### config.mk
export PLATFORM = sky130hd
export DESIGN_NAME = hyperbus_phy2r
export DESIGN_NICKNAME = d
export VERILOG_FILES = /design/src/rtl/hyperbus_phy2r.sv
export SDC_FILE = /design/constraint.sdc
export NUM_CORES = 1
export LEC_CHECK = 0
export CAP_MARGIN = 30
export CORE_MARGIN = 3
export CORE_UTILIZATION = 42
export CTS_BUF_LIST = sky130_fd_sc_hd__clkbuf_4 sky130_fd_sc_hd__clkbuf_8
export DETAILED_ROUTE_END_ITERATION = 12
export GPL_TIMING_DRIVEN = 0
export PLACE_DENSITY = 0.78
export RECOVER_POWER = 100
export REMOVE_ABC_BUFFERS = 1
export SETUP_SLACK_MARGIN = 0.2
export SLEW_MARGIN = 30
export SYNTH_ARGS = -nofsm -noshare
export SYNTH_HDL_FRONTEND = slang
export SYNTH_SLANG_ARGS = --single-unit
### constraint.sdc
create_clock -name clk_i -period 2 [get_ports clk_i]
set_input_delay 0.4 -clock clk_i [delete_from_list [all_inputs] [get_ports clk_i]]
set_output_delay 0.4 -clock clk_i [all_outputs]
set_load 0.02 [all_outputs]
### src/rtl/hyperbus_phy2r.sv
// HyperBus read path: packs 16*NumPhys-bit PHY beats into AXI R beats honouring size, start address and length.
// Optional macro HYPERBUS_PHY2R_ZERO_LANES_EN drives lanes outside the active AXI beat to zero.
module hyperbus_phy2r #(
  parameter int unsigned AxiDataWidth = 64,
  parameter int unsigned NumPhys      = 2,
  parameter int unsigned BurstLength  = 8,
  parameter int unsigned AddrWidth    = $clog2(AxiDataWidth/8)
) (
  input  logic                      clk_i,
  input  logic                      rst_i,
  input  logic                      trans_handshake_i,
  input  logic                      is_a_read_i,
  input  logic [2:0]                size_i,
  input  logic [AddrWidth-1:0]      start_addr_i,
  input  logic [BurstLength-1:0]    len_i,
  input  logic                      phy_valid_i,
  output logic                      phy_ready_o,
  input  logic [16*NumPhys-1:0]     phy_data_i,
  input  logic                      phy_last_i,
  input  logic                      phy_error_i,
  output logic                      axi_valid_o,
  input  logic                      axi_ready_i,
  output logic [AxiDataWidth-1:0]   axi_data_o,
  output logic                      axi_last_o,
  output logic                      axi_error_o,
  output logic [1:0]                state_o
);
  localparam int unsigned PhyBytes = 2 * NumPhys;
  localparam int unsigned AxiBytes = AxiDataWidth / 8;
  localparam logic [AddrWidth-1:0] PbMask = AddrWidth'(PhyBytes - 1);
  localparam logic [AddrWidth-1:0] PbStep = AddrWidth'(PhyBytes);

  typedef enum logic [1:0] {Idle = 2'd0, Fill = 2'd1, Send = 2'd2, Drain = 2'd3} state_e;

  // Handshakes: a PHY beat transfers when phy_valid_i & phy_ready_o at clk_i;
  // an R beat transfers when axi_valid_o & axi_ready_i. The two never coincide.
  state_e                       state_q, state_d;
  logic [AxiBytes-1:0][7:0]     buf_q;
  logic [AddrWidth-1:0]         ptr_q, beat_addr_q;
  logic [BurstLength-1:0]       beats_left_q;
  logic [2:0]                   size_q;
  logic                         err_q, last_seen_q;

  logic [AddrWidth-1:0] size_mask, beat_end, next_addr;
  logic                 phy_hs, axi_hs, beat_done;

  // beat_end is the last byte of the current AXI beat; the beat is complete once
  // the PHY window containing that byte is written.
  assign size_mask = AddrWidth'((32'd1 << size_q) - 32'd1);
  assign beat_end  = beat_addr_q | size_mask;
  assign next_addr = beat_end + AddrWidth'(1);
  assign beat_done = ((beat_end & ~PbMask) == ptr_q);
  assign phy_hs    = phy_valid_i & phy_ready_o;
  assign axi_hs    = axi_valid_o & axi_ready_i;
  assign state_o   = state_q;

  always_ff @(posedge clk_i) begin
    if (rst_i) state_q <= Idle;
    else       state_q <= state_d;
  end

  always_comb begin
    state_d = state_q;
    case (state_q)
      Idle:  if (trans_handshake_i && is_a_read_i) state_d = Fill;
      Fill:  if ((phy_hs && beat_done) || last_seen_q) state_d = Send;
      Send: begin
        if (axi_hs) begin
          if (beats_left_q == '0)               state_d = last_seen_q ? Idle : Drain;
          else if ((next_addr & PbMask) != '0)  state_d = Send;
          else                                  state_d = Fill;
        end
      end
      Drain: if (phy_hs && phy_last_i) state_d = Idle;
      default: state_d = Idle;
    endcase
  end

  always_comb begin
    phy_ready_o = ((state_q == Fill) && !last_seen_q) || (state_q == Drain);
    axi_valid_o = (state_q == Send);
    axi_last_o  = (state_q == Send) && (beats_left_q == '0);
    axi_error_o = (state_q == Send) && err_q;
    axi_data_o  = buf_q;
`ifdef HYPERBUS_PHY2R_ZERO_LANES_EN
    for (int unsigned k = 0; k < AxiBytes; k++) begin
      if ((AddrWidth'(k) & ~size_mask) != (beat_addr_q & ~size_mask))
        axi_data_o[8*k +: 8] = 8'h00;
    end
`endif
  end

  always_ff @(posedge clk_i) begin
    if (rst_i) begin
      buf_q        <= '0;
      ptr_q        <= '0;
      beat_addr_q  <= '0;
      beats_left_q <= '0;
      size_q       <= '0;
      err_q        <= 1'b0;
      last_seen_q  <= 1'b0;
    end else begin
      case (state_q)
        Idle: begin
          if (trans_handshake_i && is_a_read_i) begin
            ptr_q        <= start_addr_i & ~PbMask;
            beat_addr_q  <= start_addr_i;
            beats_left_q <= len_i;
            size_q       <= size_i;
            err_q        <= 1'b0;
            last_seen_q  <= 1'b0;
          end
        end
        Fill: begin
          if (phy_hs) begin
            for (int unsigned i = 0; i < PhyBytes; i++)
              buf_q[ptr_q + AddrWidth'(i)] <= phy_data_i[8*i +: 8];
            ptr_q <= ptr_q + PbStep;
            err_q <= err_q | phy_error_i;
            if (phy_last_i) last_seen_q <= 1'b1;
          end else if (last_seen_q) begin
            // PHY ended early: remaining AXI beats go out flagged as errors.
            err_q <= 1'b1;
          end
        end
        Send: begin
          if (axi_hs) begin
            err_q       <= 1'b0;
            beat_addr_q <= next_addr;
            if (beats_left_q != '0) beats_left_q <= beats_left_q - 1'b1;
          end
        end
        Drain: begin
          if (phy_hs && phy_last_i) last_seen_q <= 1'b1;
        end
        default: ;
      endcase
    end
  end
endmodule

Yosys cells after proc, flatten, opt, wreduce, memory -nomap -nowiden
Cells that the tools add are included.
{ "op_classes": {"add_sub_neg": 7, "order_cmp": 8, "eq_ne": 12, "shift": 1, "n_mux": 39, "n_bitwise": 4, "reduce_logical": 29} }
{ "ops": {"columns": ["cell", "count"], "rows": [
  ["64-bit bitwise mux", 4],
  ["8-bit demux with 3-bit select", 4],
  ["8-bit 2-to-1 mux", 7],
  ["3-bit by 4-bit < comparator with 1-bit output, second input constant", 4],
  ["8-bit case mux with 2 select lines", 1],
  ["2-bit 2-to-1 mux", 7],
  ["3-bit by 1-bit >= comparator with 1-bit output, second input constant", 4],
  ["3-bit 2-to-1 mux", 4],
  ["3-bit case mux with 2 select lines", 2],
  ["4-bit AND reduction", 3],
  ["1-bit logical AND", 10],
  ["2-bit != test, second input constant", 5],
  ["3-bit nonzero test", 3],
  ["8-bit logical NOT", 1],
  ["2-bit case mux with 4 select lines", 1],
  ["8-bit nonzero test", 1],
  ["8-bit by 1-bit subtractor with 8-bit output, second input constant", 1],
  ["1-bit 2-to-1 mux", 7],
  ["3-bit by 1-bit adder with 3-bit output, second input constant", 2],
  ["3-bit by 2-bit adder with 3-bit output, second input constant", 2],
  ["1-bit case mux with 3 select lines", 2],
  ["3-bit AND reduction", 2],
  ["5-bit AND reduction", 1],
  ["2-bit equality test, second input constant", 2],
  ["other kinds (15)", 20]
]} }
{ "word_totals": {"register_bits": 85, "input_bits": 54, "out_inout_bits": 70} }

Depth between registers and ports, before layout
{ "logic_depth": {"word_depth": 9, "depth_mapped": 8} }

Least setup slack after synthesis
OpenSTA, ideal clock, no wires.
{ "synth_path": {"path_kind": "flip-flop to flip-flop", "start": "register size_q[0]", "end": "register state_q[0], in the netlist state_o[0]", "setup_time_ns": 0.120, "arrival_time_ns": 1.822, "required_time_ns": 1.880, "slack_ns": 0.058, "stages_incl_launch_ff": 7, "path_buffers": 0, "synth_period_minus_slack_ns": 1.942, "path_cell_list": "dfxtp_1 or3_1 ha_1 nor4b_1 a31oi_1 and3_1 o31a_1"} }
{ "synth_between": {"elab_chain_cells": 9, "elab_cells_between_ends": 14, "classes_between": "add/sub (2); eq/ne (2); shift (1); mux (4); bitwise (1); reduce/logical (4)"} }
{ "synth_rtl": {"columns": ["item", "line_no", "rtl"], "rows": [
  ["start, declared", "41", "logic [2:0] size_q;"],
  ["start signal, assigned", "109", "size_q <= size_i;"],
  ["1-bit by 3-bit left shift with 3-bit output (*)", "49", "assign size_mask = AddrWidth'((32'd1 << size_q) - 32'd1);"],
  ["3-bit by 1-bit subtractor with 3-bit output (*)", "49", null],
  ["3-bit OR (*)", "50", "assign beat_end = beat_addr_q | size_mask;"],
  ["3-bit by 1-bit adder with 3-bit output", "51", "assign next_addr = beat_end + AddrWidth'(1);"],
  ["3-bit nonzero test", "70", "else if ((next_addr & PbMask) != '0) state_d = Send;"],
  ["2-bit 2-to-1 mux", "70", null],
  ["2-bit 2-to-1 mux", "69", "if (beats_left_q == '0) state_d = last_seen_q ? Idle : Drain;"],
  ["2-bit 2-to-1 mux", "68", "if (axi_hs) begin"],
  ["2-bit case mux with 4 select lines", "64", "case (state_q)"],
  ["end signal, assigned", "58", "if (rst_i) state_q <= Idle;"],
  ["end signal, assigned", "59", "else state_q <= state_d;"],
  ["end, declared", "37", "state_e state_q, state_d;"]
]} }
Mark *: on every way between the ends. The rest lies on a longest branch, timed or not. The select of a mux whose other input is x is not followed.
A chain may end at the register's enable or synchronous reset.

Final worst setup path
{ "layout_path": {"start": "register size_q[0]", "end": "register beat_addr_q[2]"} }
{ "layout_between": {"elab_chain_cells": 6} }
{ "layout_rtl": {"columns": ["item", "line_no", "rtl"], "rows": [
  ["1-bit by 3-bit left shift with 3-bit output", "49", null],
  ["3-bit by 1-bit subtractor with 3-bit output", "49", null],
  ["3-bit OR", "50", null],
  ["3-bit by 1-bit adder with 3-bit output", "51", null],
  ["3-bit 2-to-1 mux", "127", "if (axi_hs) begin"],
  ["3-bit case mux with 2 select lines", "103", "case (state_q)"],
  ["end signal, assigned", "107", "beat_addr_q <= start_addr_i;"],
  ["end signal, assigned", "129", "beat_addr_q <= next_addr;"],
  ["end, declared", "39", "logic [AddrWidth-1:0] ptr_q, beat_addr_q;"]
]} }
No other way between the ends. The select of a mux whose other input is x is not followed.

==> reports/metrics.cfg <==
[cts]
htreeDepth = 3
cts_tree = built
numCtsBuffers = 9
clkTransAtPathRegs_ns = 0.09
clock_latency_ns = 0.35
cts_sinks = 83
root_buffer = clkbuf_8
clk_path_buf_depth = 2
ctsHoldBuffers = 0

[setup_path]
crit_buf_inv = 0
worstSetupEndpointType = flop
path_class = reg -> reg
timing.rr.end = beat_addr_q[2]
cp-start-kind = flop
critical-path-max-stage-delay_ns = 0.40
r2r_cells = 7
cpMostUsedCell = or3_4
path_delay_family = simple AND/OR/NAND/NOR gates
cp.required_ns = 2.22
path_cells = or3_4, ha_4, nand2b_1, ha_2, or3_4, nand3_2, a311oi_1
slowest_stage = or3_4
critPathArrivalTime_ns = 2.15
rrSetupSlack_ns = 0.07
path_depth = 7
cp_max_fo = 4
rr_startpoint = size_q[0]

[final_layout]
diodes = 0
syn2layout_area_growth_pct = 54.0
filler_cell_count = 675
nNetsFinal = 643
drive_gt1_frac = 0.151
design_area_mm2 = 0.00531

[synth]
yosys-top-cells-count = nand2_1, dfxtp_1, a21oi_1
synthFlopType = dfxtp_1
yosysMostFrequentCell = nand2_1
ys.warnings.count = 0
syn_area_mm2 = 0.00345
syn_inst = 451
synth_top_area_cell = dfxtp_1
postSynthAreaPerCell_um2 = 7.65
yosysSeqAreaShare = 0.482
ys_top_cells_by_area = dfxtp_1, nand2_1, a21oi_1
synthArstFlopShare = 0
synthDistinctLibCells = 44
synth-seq-cells = 83
synth.top_cell.area_share = 0.482
synth-edff-count = 0

[placed_design]
place_area_mm2 = 0.00473
io_buffer_count = 123
dp_hpwl_um = 6790
place.gp.congestion = 0.839

[grt]
grt_pass1_wl_um = 17100
met2_usage = 0.385
grt_antenna_before_repair = 0
grtUsageMet1 = 0.256
overflow = 0
busiest_layer = met2
grt_util_all_layers = 0.219
grt_max_degree = 43
grt_pass1_vias = 3514
use_met3 = 0.0562

[power]
p_int_mw = 3.65
p_sw_frac = 0.360
p_per_area_mw_per_mm2 = 1070
power.combinational.fraction = 0.408
worst_ir_drop_vdd_mv = 0.592
power.leakage_nw = 1.85
seqPwrFrac = 0.357
clkPwrFrac = 0.235
switching_power_mw = 2.05

[sta]
post-route-period-util = 0.966
slew_violations = 0
fmax_mhz = 517
rsz0062_at_grt = true
slew_headroom = 0.536
setup_viol = 0
tightest_slew_ns = 0.695
min_period_ns = 1.93
hold_slack_ns = 0.456
hold_violations = 0
skew_ns = 0.0105

[run_status]
outcome = complete, no violations

[detailed_routing]
drt_iter0_drc = 174
drtAntennaViolNets = 0
viasPerCell = 5.25
num_vias = 3631
wl_per_cell_um = 15.5
routed_wl_um = 10700
drc = 0
first_pass_iters = 5

[floorplan]
die_h_um = 96.6
rows = 32
start_util = 0.440
dieArea_mm2 = 0.00934
io_pins = 124
die-width_um = 96.6
fp.coreArea_mm2 = 0.00785

[run]
drv_cap = 0

[hold_path]
hold_path.startpoint = axi_data_o[46]
holdPathEnd = axi_data_o[46]
hold_depth = 2
hp-class = reg -> reg

[layer usage]
layer / up-vias / part of all wire
met1: 1705 / 0.41
met2: 122 / 0.51
li1: 1781 / -
met4: 0 / 0.025
met5: - / 0
met3: 23 / 0.057
[stage by stage]
stage          setup slack [ns]  total power, mW  cells   util   TNS [ns]
2_1_floorplan            -0.325             3.11    420      -     -10.80
3_3_place_gp              -1.51             3.72    645  0.596    -110.02
3_5_place_dp             -0.918             3.80    647  0.603     -23.67
4_1_cts                  0.0809             5.54    687  0.668          0
5_1_grt               -0.000274             5.98    692  0.677  -0.000274
6_report                 0.0676             5.69    692  0.677          0
[power by group through the flow]
| stage | sequential (mW) | combinational (mW) | clock [mW] |
|---|---|---|---|
| after CTS | 2.01 | 2.17 | 1.35 |
| after detailed placement | 2.05 | 1.75 | 0 |
| after global placement | 2.05 | 1.68 | 0 |
| after floorplan | 2.14 | 0.976 | 0 |
| after global routing | 2.06 | 2.51 | 1.42 |
| final | 2.04 | 2.32 | 1.34 |
[final cells by class]
type / count / area (um^2) / share of cell area
Clock inverter: 6 / 88.8 / 0.0167
Inverter: 5 / 22.5 / 0.00424
Timing Repair Buffer: 153 / 1470 / 0.277
Multi-Input combinational cell: 333 / 1790 / 0.337
Sequential cell: 83 / 1680 / 0.316
Clock buffer: 10 / 131 / 0.0247
Tap cell: 102 / 128 / 0.0240
[kinds of logic after synthesis]
group	count (synthesis)	share of synthesized area
xor+xnor	1	0.00254
simple gates	212	0.267
buf+inv	36	0.0442
flops	83	0.482
compound gates	115	0.190
fa+ha+maj	4	0.0145
[worst register-to-register path, cell delays in order, from the launching register on]
cell      delay [ns]
dfxtp_4         0.35
or3_4           0.40
ha_4            0.27
nand2b_1        0.06
ha_2            0.21
or3_4           0.37
nand3_2         0.07
a311oi_1        0.08
[placed cells by master (no fill, tap or decap), types with 2 or more instances in the layout]
| master | count |
|---|---|
| and3_4 | 2 |
| nor3_1 | 4 |
| o21ai_0 | 10 |
| a31oi_1 | 4 |
| o31ai_1 | 2 |
| buf_4 | 29 |
| nand2_1 | 162 |
| inv_2 | 2 |
| a21oi_1 | 80 |
| dfxtp_1 | 76 |
| bufinv_16 | 2 |
| a211oi_1 | 2 |
| o41ai_1 | 2 |
| dfxtp_2 | 4 |
| or3_4 | 2 |
| dlygate4sd2_1 | 2 |
| o21a_1 | 2 |
| nor2_4 | 2 |
| nand2b_1 | 2 |
| nand3_1 | 6 |
| ha_4 | 2 |
| dfxtp_4 | 3 |
| clkbuf_2 | 2 |
| clkinvlp_4 | 3 |
| nor2b_1 | 2 |
| nor3b_4 | 2 |
| a311oi_1 | 2 |
| or2_2 | 2 |
| nor2_1 | 10 |
| clkdlybuf4s50_1 | 114 |
| clkbuf_8 | 9 |
| inv_1 | 2 |
[how the worst max path moves through the flow]
stage                     start        endpoint  slack (ns)
CTS                   size_q[1]  beat_addr_q[2]        0.08
detailed placement   state_o[0]     axi_error_o       -0.92
global route        last_seen_q  axi_data_o[17]     -0.0003
floorplan            state_o[0]   axi_data_o[0]       -0.33
global placement    phy_valid_i  axi_data_o[19]       -1.51
finish                size_q[0]  beat_addr_q[2]        0.07
[sequential cells by signal (all words and copies together) (netlist names)]
| register | flops |
|---|---|
| axi_data_o | 64 |
| beats_left_q | 8 |
| beat_addr_q | 3 |
| size_q | 3 |
| state_o | 2 |
| err_q | 1 |
| last_seen_q | 1 |
| ptr_q | 1 |
[what timing repair did]
action	in CTS	in global routing
endpoints found under the setup margin	84	79
gates cloned	1	0
pin swaps	13	8
buffers inserted	23	5
resized for setup	44	15
No activity file was read; power rests on OpenSTA's default activity.
